File: src/rtl/fifo_rd_arbiter.sv
// Round-robin read scheduler for several async-FIFO read ports feeding one valid/ready output stage.
// Define FIFO_RD_ARB_BURST_EN to let a source keep the grant for up to BURST consecutive words.
module fifo_rd_arbiter #(
    parameter int unsigned NUM_SRC    = 4,
    parameter int unsigned DATA_WIDTH = 8,
    parameter int unsigned SRC_WIDTH  = 2,
    parameter int unsigned BURST      = 4
) (
    input  logic                          rclk,
    input  logic                          rrst,
    input  logic                          en,
    input  logic [NUM_SRC-1:0]            rempty,
    input  logic [NUM_SRC*DATA_WIDTH-1:0] rdata,
    output logic [NUM_SRC-1:0]            rinc,
    output logic                          out_valid,
    output logic [DATA_WIDTH-1:0]         out_data,
    output logic [SRC_WIDTH-1:0]          out_src,
    input  logic                          out_ready,
    output logic                          busy
);

    if (SRC_WIDTH != $clog2(NUM_SRC)) begin : g_bad_src_width
        $error("SRC_WIDTH must equal clog2(NUM_SRC)");
    end
    if (BURST < 1) begin : g_bad_burst
        $error("BURST must be at least 1");
    end

    typedef enum logic {StIdle, StValid} state_e;

    state_e                  state_q, state_d;
    logic [SRC_WIDTH-1:0]    last_q;
    logic [SRC_WIDTH-1:0]    idx;
    logic [SRC_WIDTH-1:0]    cand;
    logic                    cand_found;
    logic [DATA_WIDTH-1:0]   cand_data;
    logic                    load;
    logic                    grant;

`ifdef FIFO_RD_ARB_BURST_EN
    localparam int unsigned BurstW = $clog2(BURST + 1);
    logic [BurstW-1:0] burst_q;
`endif

    assign out_valid = (state_q == StValid);
    assign load      = ~out_valid | out_ready;
    assign busy      = out_valid | (en & ~&rempty);

    // Descending scan so the nearest source after last_q is the one left standing.
    always_comb begin
        cand       = '0;
        cand_found = 1'b0;
        idx        = '0;
        for (int k = NUM_SRC; k >= 1; k--) begin
            idx = SRC_WIDTH'((int'(last_q) + k) % NUM_SRC);
            if (!rempty[idx]) begin
                cand       = idx;
                cand_found = 1'b1;
            end
        end
`ifdef FIFO_RD_ARB_BURST_EN
        if (burst_q != '0 && burst_q < BurstW'(BURST) && !rempty[last_q]) begin
            cand       = last_q;
            cand_found = 1'b1;
        end
`endif
    end

    always_comb begin
        cand_data = '0;
        for (int i = 0; i < NUM_SRC; i++) begin
            if (cand == SRC_WIDTH'(i)) begin
                cand_data = rdata[i*DATA_WIDTH +: DATA_WIDTH];
            end
        end
    end

    assign grant = load & en & cand_found & ~rrst;

    always_comb begin
        rinc = '0;
        if (grant) begin
            rinc[cand] = 1'b1;
        end
    end

    always_comb begin
        state_d = state_q;
        unique case (state_q)
            StIdle:  if (grant) state_d = StValid;
            StValid: if (out_ready) state_d = grant ? StValid : StIdle;
            default: state_d = StIdle;
        endcase
    end

    always_ff @(posedge rclk) begin
        if (rrst) begin
            state_q  <= StIdle;
            out_data <= '0;
            out_src  <= '0;
            last_q   <= SRC_WIDTH'(NUM_SRC - 1);
        end else begin
            state_q <= state_d;
            if (grant) begin
                out_data <= cand_data;
                out_src  <= cand;
                last_q   <= cand;
            end
        end
    end

`ifdef FIFO_RD_ARB_BURST_EN
    // Count restarts at 1 on a new source or once a full burst has been served.
    always_ff @(posedge rclk) begin
        if (rrst) begin
            burst_q <= '0;
        end else if (grant) begin
            if (cand != last_q || burst_q >= BurstW'(BURST)) begin
                burst_q <= BurstW'(1);
            end else begin
                burst_q <= burst_q + 1'b1;
            end
        end
    end
`endif

endmodule

File: config.mk
export PLATFORM = sky130hd
export DESIGN_NAME = fifo_rd_arbiter
export DESIGN_NICKNAME = d
export VERILOG_FILES = /design/src/rtl/fifo_rd_arbiter.sv
export SDC_FILE = /design/constraint.sdc
export NUM_CORES = 1
export LEC_CHECK = 0
export CAP_MARGIN = 20
export CORE_MARGIN = 1.5
export CORE_UTILIZATION = 39
export DETAILED_ROUTE_END_ITERATION = 16
export PLACE_DENSITY_LB_ADDON = 0.12
export SLEW_MARGIN = 20
export SYNTH_ARGS = -nofsm -noshare
export SYNTH_HDL_FRONTEND = slang
export SYNTH_SLANG_ARGS = --single-unit
File: constraint.sdc
create_clock -name rclk -period 4.51 [get_ports rclk]
set_input_delay 0.902 -clock rclk [delete_from_list [all_inputs] [get_ports rclk]]
set_output_delay 0.902 -clock rclk [all_outputs]
set_load 0.005 [all_outputs]
==> out/results.ini, run 1 <==
[clock_tree]
cts_root_buf=clkbuf_4
cts_tree=built
hold_buffers=0
cts_setup_buffers=0
cts_inserted_buffers=3
clkTransAtPathRegs_ns=0.07
clockBufferDepth=2
cts-htree-levels=1
insertion_delay_ns=0.27
cts_resized=0
clkSinkCount=13

[sta]
fmax_mhz=248.6
slew_headroom=0.6885
finalSetupTns_ns=0
drv_slew=0
hold_viol_final=0
tightest_slew_ns=0.4655
setup-violations-final=0
rsz0062_at_grt=false
fin_crit_ns=4.022
skew_ns=0.004132
period_share=0.8919

[worst_hold_path]
hold_class=register to register
min_from=out_src[1]$_SDFFE_PP0P_

[critical_path]
critPathCaptureType=output port
cp.arrival_ns=3.12
cp.required_ns=3.61
worstReg2RegStart=last_q[1]$_SDFFE_PP1P_
cp-start-kind=primary input
crit_path_max_fanout=9
crit_start=rempty[3]
crit_type=primary input to output port

[synthesis]
syn_nets=148
ys_ff_latch=13
seq_area_frac_synth=0.2826
synth_area_sq_um=920.9
ys_types=34
postSynthAreaPerCell_sq_um=8.527
netlist_instances=108
yosys_warnings=0

[pwr]
p_leak_nw=0.5962
power_density_nw_per_um2=220.5
max-vdd-ir-drop_mv=0.1487

[floorplan]
num_rows=17
chipWidth_um=51.59
die_height_um=51.59
die_area_sq_um=2662
initial_utilization=0.4163
coreArea_sq_um=2212
io_pins=56

[global_route]
grt.overflow.total=0
grtUsageTotal=0.2175
antenna_found_initial=0
grt_max_degree=14
first_global_vias=1098
grt_pass1_wl_um=4360

[detailed_routing]
routed_wl_um=2632
vias=1029
drc_errors=0
ant_nets=0
drt_pass1_iterations=4
drtIter0Drc=19
viasPerCell=5.332
wl_per_cell_um=13.64

[placement]
placed_cell_area_sq_um=1489
hpwl_um=2210
place.port_buffers=55
numPlacedInstances=189
routabilityCongestion=0.7710

[layout]
drive_above_1_share=0.08485
nFillCells=215
nets=206
syn2layout_area_growth_pct=64.54
final_cell_area_sq_um=1515
stdcell_count=193
num_antenna_cells=0

[job]
maxCapViolCount=0

[status]
status=finished clean

[cells in the mapped netlist]
master	number	area, sq um
nand3_1	1	5.000
and2_1	4	25.02
a221oi_1	4	35.03
inv_1	2	7.510
nand4_1	2	12.51
mux2i_1	4	40.04
buf_2	2	10.01
and3_1	1	6.260
nor2_2	1	6.260
a211o_1	1	8.760
o21ai_2	1	8.760
o221ai_4	1	26.28
a211oi_4	1	20.02
a22o_1	8	70.07
a221oi_4	1	26.28
a21oi_2	1	8.760
and2b_1	1	7.510
o22ai_1	1	6.260
dfxtp_1	13	260.3
o21ai_0	4	20.02
a21oi_1	7	35.03
buf_4	1	7.510
a21boi_1	1	7.510
nor3_1	6	30.03
nand2_1	11	41.29
buf_6	2	22.52
or2_4	1	8.760
nor2_1	10	37.54
nor2b_1	5	31.28
mux2_1	4	45.04
nor3_2	1	10.01
nand2b_1	3	18.77
o21ba_1	1	10.01
o21ai_1	1	5.000
[cells by family (layout without fill, tap and decap cells)]
family	Yosys count	after routing	share of synthesized area
buffers and inverters	7	64	0.05164
AO/OA/AOI/OAI	33	33	0.3125
multiplexers	8	8	0.09239
flip-flops	13	13	0.2826
AND/OR/NAND/NOR	47	47	0.2609
[layout by cell type, fill, tap and decap left out, drive strengths merged, types with 4 or more instances in the layout]
cell type      instances
mux2                   4
o21ai                  6
and2                   4
clkdlybuf4s50         55
mux2i                  4
clkbuf                 4
dfxtp                 13
nor2                  11
nor3                   7
a22o                   8
nor2b                  5
nand2                 11
a221oi                 5
a21oi                  8
[layer usage]
layer,global-route usage,wire (um),up-vias,part of all wire
met5,0,0,-,0
met3,0.04310,158,2,0.060
li1,-,-,509,-
met2,0.4380,1409,39,0.54
met4,0.06579,11,0,0.0042
met1,0.2196,1052,479,0.40
[registers in the layout, summed over array words and instances (netlist names)]
register / cells
last_q: 2
out_data: 8
out_src: 2
out_valid: 1
[cell type report]
cell class / count / area (sq um) / area share
multi-input cells: 88 / 613.1 / 0.4046
clock buffers: 4 / 26.28 / 0.01734
flip-flops and latches: 13 / 260.3 / 0.1718
well taps: 28 / 35.03 / 0.02312
repair buffers: 58 / 573.1 / 0.3782
inverters: 2 / 7.507 / 0.004955
[report_power, final]
part	switching [W]	internal (W)	total, W
logic	0.0000523	0.0000797	0.000132
clock network	0.0000363	0.0000342	0.0000705
registers	0.00000753	0.000124	0.000132
[through the flow]
step                power [W]  hold WS (ns)  utilization  setup slack [ns]
floorplan           0.0002000        0.4825            -             1.729
global placement    0.0002642        0.4798       0.6731            0.5490
detailed placement  0.0002670        0.4921       0.6731            0.4965
CTS                 0.0003388        0.5083       0.6850            0.4840
global route        0.0003540        0.5402       0.6850            0.3313
finish              0.0003342        0.5042       0.6850            0.4876
[path summary, 6_finish.rpt]
path                                                  to  slack (ns)  depth (start not counted)
worst min-delay path             out_src[1]$_SDFFE_PP0P_        0.50                          2
worst max register to register  out_data[3]$_SDFFE_PP0P_        2.68                          6
worst max-delay path                             rinc[0]        0.49                          6
worst min register to register   out_src[1]$_SDFFE_PP0P_        0.50                          2
[critical path, stage by stage]
cell             delay [ns]
clkdlybuf4s50_1        0.60
nand4_1                0.24
nand3_1                0.23
nor2_1                 0.44
and3_1                 0.23
clkdlybuf4s50_1        0.49
No activity file was read; power rests on OpenSTA's default activity.
==> inputs of run 2 (changes only) <==
--- a/config.mk
+++ b/config.mk
@@ -10,6 +10,7 @@
 export CORE_UTILIZATION = 39
 export DETAILED_ROUTE_END_ITERATION = 16
 export PLACE_DENSITY_LB_ADDON = 0.12
+export REMOVE_ABC_BUFFERS = 1
 export SLEW_MARGIN = 20
 export SYNTH_ARGS = -nofsm -noshare
 export SYNTH_HDL_FRONTEND = slang
==> run 2 against run 1 <==
Global-route usage shrank 1.2 points. Core utilization stayed put. Sequential cell count is the same. Wire length shrank 0.84%. Clock power up 4.5%. Critical path depth unchanged. Count of clock-buffer cells in the layout stayed put. Hold slack got worse by 0.0056 ns.
==> out/results.ini, run 2 (synthesized netlist as in run 1, its figures left out) <==
[status]
status=finished clean

[critical_path]
cp.arrival_ns=3.12
cp-start-kind=primary input
cp.required_ns=3.61
crit_type=primary input to output port
critPathMaxStageDelay_ns=0.58
worstReg2RegStart=last_q[1]$_SDFFE_PP1P_
crit_top_cell=clkdlybuf4s50_1
r2r-end=out_data[2]$_SDFFE_PP0P_
critPathCaptureType=output port
rr_worst_depth=6
slowest_stage=clkdlybuf4s50_1
crit_path_max_fanout=9
crit_path_cell_trace=clkdlybuf4s50_1, nand4_1, nand3_1, nor2_1, and3_1, clkdlybuf4s50_1
crit_start=rempty[3]
r2r_slack_ns=2.66
worstSetupEndpoint=rinc[0]

[clock_tree]
cts_setup_buffers=0
hold_buffers=0
cts_inserted_buffers=3
clkTransAtPathRegs_ns=0.09
insertion_delay_ns=0.28
cts-htree-levels=1
cts_resized=0
clockBufferDepth=2
cts_tree=built
cts_root_buf=clkbuf_4
clkSinkCount=13

[global_route]
grt_pass1_wl_um=4195
grt_max_degree=11
antenna_found_initial=0
grtUsageTotal=0.2058
first_global_vias=1044
grt.overflow.total=0

[sta]
tightest_slew_ns=0.4550
hold_viol_final=0
fin_crit_ns=4.017
fmax_mhz=248.9
setup-violations-final=0
period_share=0.8907
drv_slew=0
rsz0062_at_grt=false
finalSetupTns_ns=0
slew_headroom=0.6955
skew_ns=0.005405

[detailed_routing]
viasPerCell=5.430
drc_errors=0
wl_per_cell_um=13.52
vias=1048
drtIter0Drc=27
routed_wl_um=2610
ant_nets=0
drt_pass1_iterations=5

[job]
maxCapViolCount=0

[floorplan]
die_height_um=51.59
die_area_sq_um=2662
chipWidth_um=51.59
io_pins=56
coreArea_sq_um=2212
num_rows=17
initial_utilization=0.4163

[pwr]
pwr-share-seq=0.391
cellInternalPower_w=0.0002380
combPwrFrac=0.391
power_density_nw_per_um2=222.4
p_leak_nw=0.5962
p_sw_w=0.00009891
finalPower_w=0.0003369
max-vdd-ir-drop_mv=0.1505
sw_frac_of_total=0.2936
power.share.clock=0.219

[placement]
routabilityCongestion=0.7319
numPlacedInstances=189
hpwl_um=2047
place.port_buffers=55
placed_cell_area_sq_um=1489

[layout]
final_cell_mix=clkdlybuf4s50_1, dfxtp_1, nand2_1
nFillCells=201
syn2layout_area_growth_pct=64.54
largest_reg_flops=8
stdcell_count=193
final_common_cell=clkdlybuf4s50_1
drive_above_1_share=0.08485
nets=206
final_cell_area_sq_um=1515
num_antenna_cells=0
top_register=out_data
top_regs=out_data x8, last_q x2, out_src x2

[worst_hold_path]
hold_class=register to register

==> run 2: cell counts in the layout (fill, tap and decap cells not counted) <==
No cell type changed its count.
==> run 2: metrics by stage <==
stage,worst slack (ns),hold WS (ns),util
2_1_floorplan,1.818,0.4825,-
3_3_place_gp,0.5537,0.4716,0.6731
3_5_place_dp,0.4800,0.4834,0.6731
4_1_cts,0.4662,0.4989,0.6850
5_1_grt,0.3359,0.5392,0.6850
6_report,0.4930,0.4986,0.6850
==> run 2: final cells by class <==
type                       instances  area, sq um  area share
tap                               28        35.03     0.02312
multi-input combinational         88        613.1      0.4046
sequential                        13        260.3      0.1718
timing repair buffer              58        573.1      0.3782
clock buffer                       4        26.28     0.01734
inverter                           2        7.507    0.004955
==> run 2: how the worst min path moves through the flow <==
| stage | start | endpoint | slack (ns) | depth (start not counted) |
|---|---|---|---|---|
| floorplan | out_src[1]$_SDFFE_PP0P_ | out_src[1]$_SDFFE_PP0P_ | 0.48 | 2 |
| global placement | out_src[1]$_SDFFE_PP0P_ | out_src[1]$_SDFFE_PP0P_ | 0.47 | 2 |
| detailed placement | out_src[0]$_SDFFE_PP0P_ | out_src[0]$_SDFFE_PP0P_ | 0.48 | 2 |
| CTS | out_src[0]$_SDFFE_PP0P_ | out_src[0]$_SDFFE_PP0P_ | 0.50 | 2 |
| global route | out_src[0]$_SDFFE_PP0P_ | out_src[0]$_SDFFE_PP0P_ | 0.54 | 2 |
| finish | out_src[0]$_SDFFE_PP0P_ | out_src[0]$_SDFFE_PP0P_ | 0.50 | 2 |
==> run 2: power by group through the flow <==
stage                     clock (W)  sequential [W]  combinational [W]
after detailed placement          0        0.000134           0.000132
final                     0.0000737        0.000132           0.000132
after global placement            0        0.000134           0.000130
after CTS                 0.0000747        0.000132           0.000132
after global routing      0.0000835        0.000133           0.000143
after floorplan                   0        0.000134          0.0000586
==> run 2: per-layer routing <==
layer  part of all wire  wire, um  track usage
met3              0.059       155      0.03448
met4             0.0057        15      0.08772
met2               0.52      1349       0.3782
met5                  0         0            0
met1               0.42      1090       0.2317
==> run 2: critical path, delay by kind of cell <==
| kind | cells | cell delay, ns |
|---|---|---|
| simple gates | 4 | 1.14 |
| buf+inv | 2 | 1.07 |
